**config.mk**
```make
export PLATFORM = sky130hd
export DESIGN_NAME = iiitb_pwm_decoder
export DESIGN_NICKNAME = d
export VERILOG_FILES = /design/src/rtl/iiitb_pwm_decoder_pkg.sv /design/src/rtl/iiitb_pwm_duty_div.sv /design/src/rtl/iiitb_pwm_decoder.sv
export SDC_FILE = /design/constraint.sdc
export NUM_CORES = 1
export LEC_CHECK = 0
export BUFFER_PORTS_ARGS = -buffer_cell sky130_fd_sc_hd__buf_2
export CAP_MARGIN = 10
export CORE_MARGIN = 5
export CORE_UTILIZATION = 58
export CTS_BUF_LIST = sky130_fd_sc_hd__clkbuf_8
export CTS_CLUSTER_DIAMETER = 30
export DETAILED_ROUTE_END_ITERATION = 16
export PLACE_DENSITY = 0.79
export SETUP_SLACK_MARGIN = 0.4
export SYNTH_ARGS = -nofsm -noshare
export SYNTH_HDL_FRONTEND = slang
export SYNTH_SLANG_ARGS = --single-unit
```
**constraint.sdc**
```tcl
create_clock -name clk -period 4.5 [get_ports clk]
set_input_delay 0.45 -clock clk [delete_from_list [all_inputs] [get_ports clk]]
set_output_delay 0.45 -clock clk [all_outputs]
set_load 0.005 [all_outputs]
```
**src/rtl/iiitb_pwm_decoder_pkg.sv**
```systemverilog
// Shared types and constants for the PWM receive path.
// Decoder and duty divider state encodings live here so both files agree.
package iiitb_pwm_decoder_pkg;

  localparam int DUTY_MAX = 10;

  typedef enum logic [1:0] {
    IDLE      = 2'd0,
    MEAS_HIGH = 2'd1,
    MEAS_LOW  = 2'd2,
    STUCK     = 2'd3
  } dec_state_t;

  typedef enum logic [1:0] {
    DIV_IDLE = 2'd0,
    DIV_LOAD = 2'd1,
    DIV_SUB  = 2'd2,
    DIV_PUB  = 2'd3
  } div_state_t;

endpackage

```
**src/rtl/iiitb_pwm_duty_div.sv**
```systemverilog
// Duty divider: q = min(10, floor((10*high + period/2) / period)), one subtraction per cycle.
// Busy for q+2 cycles (load, q subtracts, publish); done marks the edge that publishes q.
module iiitb_pwm_duty_div
  import iiitb_pwm_decoder_pkg::*;
#(
  parameter int CNT_W = 16
) (
  input  logic             clk,
  input  logic             rst,
  input  logic             start,
  input  logic             abort,
  input  logic [CNT_W-1:0] high,
  input  logic [CNT_W-1:0] period,
  output logic             busy,
  output logic             done,
  output logic [3:0]       q
);

  localparam int NUM_W = CNT_W + 4;

  div_state_t       state;
  logic [NUM_W-1:0] rem;
  logic [NUM_W-1:0] per;
  logic [3:0]       q_acc;
  logic [NUM_W-1:0] num;
  logic [NUM_W-1:0] rem_sub;
  logic [3:0]       q_inc;
  logic             last_sub;

  // 10*high built from shifts; period/2 gives round-to-nearest.
  assign num      = ({4'b0, high} << 3) + ({4'b0, high} << 1) + NUM_W'(period >> 1);
  assign rem_sub  = rem - per;
  assign q_inc    = q_acc + 4'd1;
  assign last_sub = (rem_sub < per) || (q_inc == 4'(DUTY_MAX));
  assign busy     = (state != DIV_IDLE);

  // done leads the publish cycle by one edge so the top's registered outputs
  // become visible exactly in the last busy cycle.
  always_comb begin
    done = 1'b0;
    q    = q_acc;
    if (state == DIV_LOAD && rem < per) begin
      done = 1'b1;
    end else if (state == DIV_SUB && last_sub) begin
      done = 1'b1;
      q    = q_inc;
    end
  end

  always_ff @(posedge clk or posedge rst) begin
    if (rst) begin
      state <= DIV_IDLE;
      rem   <= '0;
      per   <= '0;
      q_acc <= '0;
    end else if (abort) begin
      state <= DIV_IDLE;
    end else begin
      case (state)
        DIV_IDLE: begin
          if (start) begin
            rem   <= num;
            per   <= {4'b0, period};
            q_acc <= '0;
            state <= DIV_LOAD;
          end
        end
        DIV_LOAD: state <= (rem < per) ? DIV_PUB : DIV_SUB;
        DIV_SUB: begin
          rem   <= rem_sub;
          q_acc <= q_inc;
          if (last_sub) state <= DIV_PUB;
        end
        DIV_PUB: state <= DIV_IDLE;
        default: state <= DIV_IDLE;
      endcase
    end
  end

endmodule

```
**src/rtl/iiitb_pwm_decoder.sv**
```systemverilog
// PWM receiver: synchronises pwm_in, measures high time and period, publishes duty in tenths,
// and reports an edge-less input as stuck.
module iiitb_pwm_decoder
  import iiitb_pwm_decoder_pkg::*;
#(
  parameter int CNT_W   = 16,
  parameter int TIMEOUT = 1000
) (
  input  logic             clk,
  input  logic             reset,
  input  logic             pwm_in,
  output logic [3:0]       duty_tenths,
  output logic [CNT_W-1:0] high_cnt,
  output logic [CNT_W-1:0] period_cnt,
  output logic             duty_valid,
  output logic             stuck,
  output logic             overrun
);

  localparam logic [CNT_W-1:0] TIMEOUT_V = CNT_W'(TIMEOUT);

  logic             s1, s2, s3;
  logic             rise, fall;
  logic [CNT_W-1:0] cnt;
  dec_state_t       state;
  logic [CNT_W-1:0] hi_r;
  logic [CNT_W-1:0] pend_high;
  logic [CNT_W-1:0] pend_period;
  logic             launch_req;
  logic             div_start;
  logic             timeout_hit;
  logic             div_busy;
  logic             div_done;
  logic [3:0]       div_q;

  assign rise        = s2 & ~s3;
  assign fall        = ~s2 & s3;
  assign launch_req  = (state == MEAS_LOW) && rise;
  assign div_start   = launch_req && !div_busy;
  // A rise in the same cycle as the timeout keeps the link alive.
  assign timeout_hit = (cnt == TIMEOUT_V) && !rise && (state != STUCK);

  always_ff @(posedge clk or posedge reset) begin
    if (reset) begin
      s1  <= 1'b0;
      s2  <= 1'b0;
      s3  <= 1'b0;
      cnt <= '0;
    end else begin
      s1 <= pwm_in;
      s2 <= s1;
      s3 <= s2;
      if (rise)                 cnt <= CNT_W'(1);
      else if (cnt != TIMEOUT_V) cnt <= cnt + CNT_W'(1);
    end
  end

  always_ff @(posedge clk or posedge reset) begin
    if (reset) begin
      state       <= IDLE;
      hi_r        <= '0;
      pend_high   <= '0;
      pend_period <= '0;
      duty_tenths <= '0;
      high_cnt    <= '0;
      period_cnt  <= '0;
      duty_valid  <= 1'b0;
      stuck       <= 1'b0;
      overrun     <= 1'b0;
    end else begin
      duty_valid <= 1'b0;
      if (timeout_hit) begin
        state <= STUCK;
      end else begin
        case (state)
          IDLE:      if (rise) state <= MEAS_HIGH;
          MEAS_HIGH: if (fall) begin
            hi_r  <= cnt;
            state <= MEAS_LOW;
          end
          MEAS_LOW:  if (rise) state <= MEAS_HIGH;
          STUCK: begin
            if (rise)      state <= MEAS_HIGH;
            else if (fall) state <= IDLE;
          end
          default:   state <= IDLE;
        endcase
      end

      if (div_start) begin
        pend_high   <= hi_r;
        pend_period <= cnt;
      end
      if (launch_req && div_busy) overrun <= 1'b1;

      // The stuck report takes priority over a divider result landing on the same edge.
      if (timeout_hit) begin
        duty_tenths <= s2 ? 4'(DUTY_MAX) : 4'd0;
        high_cnt    <= s2 ? TIMEOUT_V : '0;
        period_cnt  <= TIMEOUT_V;
        stuck       <= 1'b1;
        duty_valid  <= 1'b1;
      end else if (div_done) begin
        duty_tenths <= div_q;
        high_cnt    <= pend_high;
        period_cnt  <= pend_period;
        stuck       <= 1'b0;
        duty_valid  <= 1'b1;
      end
    end
  end

  iiitb_pwm_duty_div #(
    .CNT_W (CNT_W)
  ) u_div (
    .clk    (clk),
    .rst    (reset),
    .start  (div_start),
    .abort  (timeout_hit),
    .high   (hi_r),
    .period (cnt),
    .busy   (div_busy),
    .done   (div_done),
    .q      (div_q)
  );

endmodule

```
==> results of run 1 <==
area by class of cell:
class | instances | share of cell area (%)
inverters | 67 | 2.56
well taps | 184 | 2.31
clock inverters | 15 | 2.02
flip-flops and latches | 150 | 37.7
repair buffers | 84 | 5.79
multi-input cells | 678 | 47.3
clock buffers | 17 | 2.35
sequential cells by signal, summed over array words and instances, names as in the netlist:
| name | flops |
|---|---|
| pend_period | 16 |
| s2 | 1 |
| s3 | 1 |
| cnt | 16 |
| high_cnt | 16 |
| u_div.per | 16 |
| pend_high | 16 |
| u_div.state | 2 |
| s1 | 1 |
| state | 2 |
| duty_tenths | 4 |
| hi_r | 16 |
| period_cnt | 16 |
| u_div.q_acc | 4 |
| overrun | 1 |
| duty_valid | 1 |
| u_div.rem | 20 |
| stuck | 1 |
final timing paths:
check                             start             end  slack [ns]  depth (start not counted)
max                        u_div.rem[0]   period_cnt[6]        0.27                         20
min                               reset              s1        0.03                          2
max reg2reg                u_div.rem[0]   period_cnt[6]        0.27                         20
min reg2reg                          s1              s2        0.38                          0
max in group asynchronous         reset  pend_period[4]        3.46                          3
min in group clk                 pwm_in              s1        0.09                          1
power breakdown:
part | switching [mW] | internal (mW) | total (mW)
clock network | 0.536 | 0.608 | 1.14
registers | 0.229 | 1.57 | 1.80
logic | 1.97 | 1.75 | 3.73
total | 2.74 | 3.94 | 6.67
cell families after synthesis:
kind of cell,synth area share [%]
AO/OA/AOI/OAI,15.1
XOR/XNOR,4.40
adder cells (fa/ha/maj),12.1
buffers and inverters,4.89
flip-flops,42.9
multiplexers,5.82
AND/OR/NAND/NOR,14.8
metal layers:
layer	vias up	track usage [%]	share of wire [%]
li1	3363	-	-
met1	3429	30.6	42
met4	0	9.76	3.0
met3	59	4.71	5.6
met2	248	39.2	49
met5	-	0	0
repair_timing:
item / 4_1_cts / 5_1_grt
endpoints found under the hold margin: 0 / 0
buffers inserted: 23 / 5
cloned: 1 / 0
pin swaps: 11 / 11
resized for setup: 9 / 16
setup endpoints to repair: 40 / 41
through the flow:
stage | util, % | hold WS (ns) | std cells | power, mW | worst slack, ns
2_1_floorplan | - | 0.331 | 933 | 3.98 | 0.387
4_1_cts | 67.2 | 0.0322 | 1190 | 6.27 | 0.389
3_5_place_dp | 62.6 | 0.347 | 1134 | 4.63 | 0.102
3_3_place_gp | 62.6 | 0.351 | 1134 | 4.57 | 0.216
5_1_grt | 68.0 | 0.0717 | 1195 | 7.12 | 0.136
6_report | 68.0 | 0.0294 | 1195 | 6.67 | 0.272
synth_stat cells, types with 5 or more instances:
cell type  number  area, sq um
nand2_1       164          616
dfrtp_1       150         3750
a21oi_1        74          370
inv_1          66          248
ha_1           62          776
o21ai_0        54          270
nor2_1         49          184
mux2i_1        34          340
clkbuf_1       30          113
nand3_1        22          110
xnor2_1        22          193
xor2_1         22          193
mux2_2         15          169
fa_1           14          280
a21o_1         12         90.1
a211oi_1       11         82.6
nand4_1         8         50.1
nor3_1          8         40.0
nand2b_1        7         43.8
o211ai_1        7         52.6
o21a_1          7         52.6
and3_1          6         37.5
nor2b_1         6         37.5
a31oi_1         5         31.3
or2_2           5         31.3
or3_1           5         31.3
==> summary.txt, run 1 <==
Crit Path Category -> register to register
Post-CTS Hold Buffers -> 0
Max-slew violations -> 0
Netlist Area Pre-Place -> 8750 sq um
Number of antenna violations at the first check in global routing -> 0
Longest Clk Path Bufs -> 2
Commonest non-fill, non-tap cell in the layout -> nand2_1
Routed vias/inst -> 5.94
TritonCTS clock tree -> done
CP Data Arrival Time -> 4.60 ns
RePlAce Congestion -> 0.947
Final min period -> 4.23 ns
Max capacitance violation total -> 0
PD cells -> 670 nW/um^2
Starting Density -> 59.8%
Netlist cell types -> 61
Final Hold Fails -> 0
Chip width -> 133 um
CP bufs+invs -> 4
Syn Nets -> 1012
Routed WL per cell -> 17.6 um
Critical path's top delay family -> compound AO/OA/AOI/OAI gates
Final Cell Area -> 9960 sq um
CP Max Fanout -> 17
Starting DRT DRC Count -> 409
Post-synth ARST share -> 100%
WP data required -> 4.87 ns
Max Clock Skew -> 0.00886 ns
Post-synthesis area per instance -> 9.38 sq um
Multi-input gate area -> 4710 sq um
Pin count of the biggest net entering global routing -> 126
Worst-Margin Slew -> 0.881 ns
Drc violations -> 0
# rows -> 44
GRT Util Overall -> 23.7%
CORE AREA -> 14600 sq um
# diodes -> 0
# setup viols final -> 0
Share of cells above drive strength 1 -> 16.3%
Vias in the first global route -> 6928
WL final -> 21000 um
Static leakage -> 5.07 nW
CTS H-tree lvls -> 4
Critical Path Slowest Stage Cell -> dfrtp_1
Overflow after GRT -> 0
Status -> completed
Commonest non-fill, non-tap cells in the layout -> 164 x nand2_1, 150 x dfrtp_1, 69 x a21oi_1
Post-Synthesis Cells -> 933
Total die area -> 17600 sq um
Vias -> 7099
Crit path cell chain -> inv_1 -> ha_2 -> inv_2 -> fa_2 -> a211oi_2 -> o21ai_2 -> a31o_2 -> a21oi_2 -> o21ai_2 -> xor2_1 -> ha_1 -> a211o_1 -> a2111oi_4 -> a21oi_2 -> nor4_2 -> buf_4 -> o21ai_4 -> and3_4 -> buf_12 -> a21oi_1
RSZ-0062 raised after global routing -> yes
Clock root buffer -> clkbuf_8
Detail Route Antenna Nets -> 0
Fmax -> 0.237 GHz
Tcrit/Tclk final -> 94.0%
Syn. warnings -> 0
Die H -> 133 um
Synth Flop Type -> dfrtp_1
Dpl cell area -> 9170 sq um
Hold Crit Class -> primary input to asynchronous set/reset pin
Dpl hpwl -> 14200 um
Layout Nets -> 1077
Max-slew headroom -> 40.4%
# fillers -> 1107
Post-synth EDFFs -> 0
FF+latch area -> 3750 sq um
First-pass GRT wire length -> 34000 um
Clock Sinks -> 150
CP Capture Type -> register
Area grow syn2layout -> 13.9%
Clock Pin Slew Worst Setup and Hold Paths -> 0.08 ns
Worst skew pair latency -> 0.47 ns
Cts bufs inserted -> 17
Port bufs -> 41
Peak supply drop -> 484 uV
Max stage delay on crit path -> 0.38 ns
Yosys reg bits -> 150
Final setup TNS -> 0 ns
1st-pass router iterations -> 5
CP Launch Type -> register
Seq/Total Area, Yosys -> 42.9%
I/O pin cnt -> 42
No activity file was read; power rests on OpenSTA's default activity.
==> inputs of run 2 (changes only) <==
--- a/config.mk
+++ b/config.mk
@@ -7,12 +7,14 @@
 export LEC_CHECK = 0
 export BUFFER_PORTS_ARGS = -buffer_cell sky130_fd_sc_hd__buf_2
 export CAP_MARGIN = 10
+export CELL_PAD_IN_SITES_DETAIL_PLACEMENT = 1
+export CELL_PAD_IN_SITES_GLOBAL_PLACEMENT = 1
 export CORE_MARGIN = 5
-export CORE_UTILIZATION = 58
+export CORE_UTILIZATION = 45
 export CTS_BUF_LIST = sky130_fd_sc_hd__clkbuf_8
 export CTS_CLUSTER_DIAMETER = 30
 export DETAILED_ROUTE_END_ITERATION = 16
-export PLACE_DENSITY = 0.79
+export PLACE_DENSITY_LB_ADDON = 0.1
 export SETUP_SLACK_MARGIN = 0.4
 export SYNTH_ARGS = -nofsm -noshare
 export SYNTH_HDL_FRONTEND = slang
==> run 2 against run 1 <==
Compared with the run above: core utilization down 16 points; first-iteration DRC count down 33%; combinational power down 5%; sequential share of layout area down 0.54 points; via count down 2.5%; design area up 1.4%; maximum frequency up 0.58%; sequential cell count unchanged; setup slack better by 0.024 ns; die area up 27%; critical path type unchanged; critical endpoint is now high_cnt[3]; highest routed layer unchanged.
==> summary.txt, run 2 (same netlist as run 1, synthesis figures left out) <==
Status -> completed (unchanged)
Final setup TNS -> 0 ns (unchanged)
Max Clock Skew -> 0.0180 ns (was 0.00886 ns)
Highest routed metal layer -> met4 (unchanged)
Number of antenna violations at the first check in global routing -> 0 (unchanged)
Crit path cell chain -> inv_2 -> ha_4 -> inv_2 -> fa_2 -> a211oi_2 -> o21ai_2 -> a31o_2 -> a21oi_4 -> o21ai_2 -> xor2_1 -> ha_1 -> a211o_1 -> buf_4 -> o221ai_2 -> a21oi_2 -> nor4_4 -> o21ai_2 -> and3_4 -> clkbuf_16 -> mux2i_1 (was inv_1 -> ha_2 -> inv_2 -> fa_2 -> a211oi_2 -> o21ai_2 -> a31o_2 -> a21oi_2 -> o21ai_2 -> xor2_1 -> ha_1 -> a211o_1 -> a2111oi_4 -> a21oi_2 -> nor4_2 -> buf_4 -> o21ai_4 -> and3_4 -> buf_12 -> a21oi_1)
Chip width -> 149 um (was 133 um)
Worst skew pair latency -> 0.46 ns (was 0.47 ns)
Drc violations -> 0 (unchanged)
I/O pin cnt -> 42 (unchanged)
Longest Clk Path Bufs -> 2 (unchanged)
Hold Path Cell Cnt -> 1
Multi-input gate area -> 4740 sq um (was 4710 sq um)
Worst Setup Slack, final -> 0.296 ns (was 0.272 ns)
Routed vias/inst -> 5.44 (was 5.94)
# rows -> 51 (was 44)
Cts bufs inserted -> 17 (unchanged)
Port bufs -> 41 (unchanged)
PD cells -> 638 nW/um^2 (was 670 nW/um^2)
# setup viols final -> 0 (unchanged)
TritonCTS clock tree -> done (unchanged)
CP Data Arrival Time -> 4.54 ns (was 4.60 ns)
CP Launch Type -> register (unchanged)
Share of cells above drive strength 1 -> 16.8% (was 16.3%)
Clock root buffer -> clkbuf_8 (unchanged)
Starting Density -> 45.3% (was 59.8%)
GRT Util Overall -> 21.9% (was 23.7%)
Die H -> 149 um (was 133 um)
Pin count of the biggest net entering global routing -> 151 (was 126)
First-pass GRT wire length -> 38600 um (was 34000 um)
Layout Nets -> 1074 (was 1077)
CTS H-tree lvls -> 4 (unchanged)
Total die area -> 22300 sq um (was 17600 sq um)
FF+latch area -> 3750 sq um (unchanged)
Final Hold Fails -> 0 (unchanged)
Clock Sinks -> 150 (unchanged)
Vias in the first global route -> 7337 (was 6928)
Max capacitance violation total -> 0 (unchanged)
RSZ-0062 raised after global routing -> yes (unchanged)
Hold_ws -> 0.0933 ns (was 0.0294 ns)
Detail Route Antenna Nets -> 0 (unchanged)
Vias -> 6922 (was 7099)
Met2 WL -> 12000 um (was 10400 um)
WL final -> 23700 um (was 21000 um)
Routed WL per cell -> 18.6 um (was 17.6 um)
Dpl hpwl -> 16600 um (was 14200 um)
# fillers -> 2246 (was 1107)
Overflow after GRT -> 0 (unchanged)
WL met1 -> 10800 um (was 8840 um)
Critical Path Slowest Stage Cell -> dfrtp_1 (unchanged)
WP data required -> 4.84 ns (was 4.87 ns)
Post-CTS Hold Buffers -> 0 (unchanged)
Pre-CTS WS -> 0.0596 ns (was 0.102 ns)
Clock Pin Slew Worst Setup and Hold Paths -> 0.10 ns (was 0.08 ns)
Commonest non-fill, non-tap cells in the layout -> 164 x nand2_1, 150 x dfrtp_1, 70 x a21oi_1 (was 164 x nand2_1, 150 x dfrtp_1, 69 x a21oi_1)
# diodes -> 0 (unchanged)
Final core occ -> 52.3% (was 68.0%)
Crit Path Category -> register to register (unchanged)
Peak supply drop -> 293 uV (was 484 uV)
Final min period -> 4.20 ns (was 4.23 ns)
R2R depth -> 20 (unchanged)
CORE AREA -> 19300 sq um (was 14600 sq um)
Static leakage -> 5.07 nW (about the same)
Max FFs per register -> 20 (unchanged)
Max-slew headroom -> 39.9% (was 40.4%)
Max stage delay on crit path -> 0.40 ns (was 0.38 ns)
1st-pass router iterations -> 4 (was 5)
Largest Register -> u_div.rem (unchanged)
Starting DRT DRC Count -> 273 (was 409)
Commonest non-fill, non-tap cell in the layout -> nand2_1 (unchanged)
Most used cell along the critical path -> o21ai_2
Max-slew violations -> 0 (unchanged)
Hold Crit Class -> primary input to register (was primary input to asynchronous set/reset pin)
CP Max Fanout -> 7 (was 17)
CP Capture Type -> register (unchanged)
Fmax -> 0.238 GHz (was 0.237 GHz)
RePlAce Congestion -> 0.890 (was 0.947)
Metal3 WL -> 707 um (was 1170 um)
Tcrit/Tclk final -> 93.4% (was 94.0%)
Area grow syn2layout -> 15.5% (was 13.9%)
Worst-Margin Slew -> 0.889 ns (was 0.881 ns)
==> run 2: cell types whose count changed in the layout (fill, tap and decap cells not counted), moves of 2 or more <==
cell	previous run	this run
buf_6	1	5
a21oi_2	5	3
inv_1	65	62
inv_8	0	4
buf_4	39	30
a31oi_1	3	5
bufinv_16	4	2
a211oi_1	10	5
a211oi_2	1	6
==> run 2: layer usage <==
layer | up-vias | GRT usage [%]
li1 | 3358 | -
met1 | 3473 | 29.3
met2 | 75 | 38.0
met3 | 16 | 3.85
met5 | - | 0
met4 | 0 | 3.75
==> run 2: path summary, 6_finish.rpt <==
check | slack, ns | from | endpoint
setup / recovery | 0.30 | u_div.rem[0] | high_cnt[3]
hold / removal | 0.09 | pwm_in | s1
setup reg to reg | 0.30 | u_div.rem[0] | high_cnt[3]
hold reg to reg | 0.37 | s1 | s2
max in group asynchronous | 3.65 | reset | u_div.per[5]
min in group asynchronous | 0.18 | reset | duty_valid
==> run 2: worst max-delay path, delay by kind of cell, from the launching register on <==
| family | cells | cell delay, ns |
|---|---|---|
| AOI/OAI and AO/OA | 9 | 1.51 |
| xor gates and xnor gates | 1 | 0.16 |
| adders and majority gates | 3 | 0.82 |
| buffers and inverters | 4 | 0.46 |
| DFF | 1 | 0.40 |
| muxes | 1 | 0.12 |
| and+or+nand+nor | 2 | 0.57 |
==> run 2: final cells by class <==
type,count,area share (%)
multi-input combinational,678,46.9
clock buffer,17,2.31
inverter,67,2.53
tap,265,3.28
timing repair buffer,81,6.00
sequential,150,37.1
clock inverter,15,1.83
==> run 2: what timing repair did <==
item	CTS	global route
pin swaps	23	20
setup buffers	12	9
endpoints found under the setup margin	40	40
gates resized for setup	19	19
cloned	2	1
==> run 2: report_power, final <==
group	total, mW	internal [mW]	switching, mW
Clock	1.11	0.517	0.592
Sequential	1.81	1.57	0.238
Combinational	3.53	1.59	1.93
Total	6.45	3.68	2.76
==> run 2: per-stage QoR <==
| step | cells | power, mW | cell area [sq um] |
|---|---|---|---|
| finish | 1273 | 6.45 | 10100 |
| global route | 1273 | 6.98 | 10100 |
| CTS | 1263 | 6.18 | 9930 |
| detailed placement | 1217 | 4.76 | 9290 |
| global placement | 1217 | 4.71 | 9290 |
| floorplan | 933 | 3.98 | 8770 |
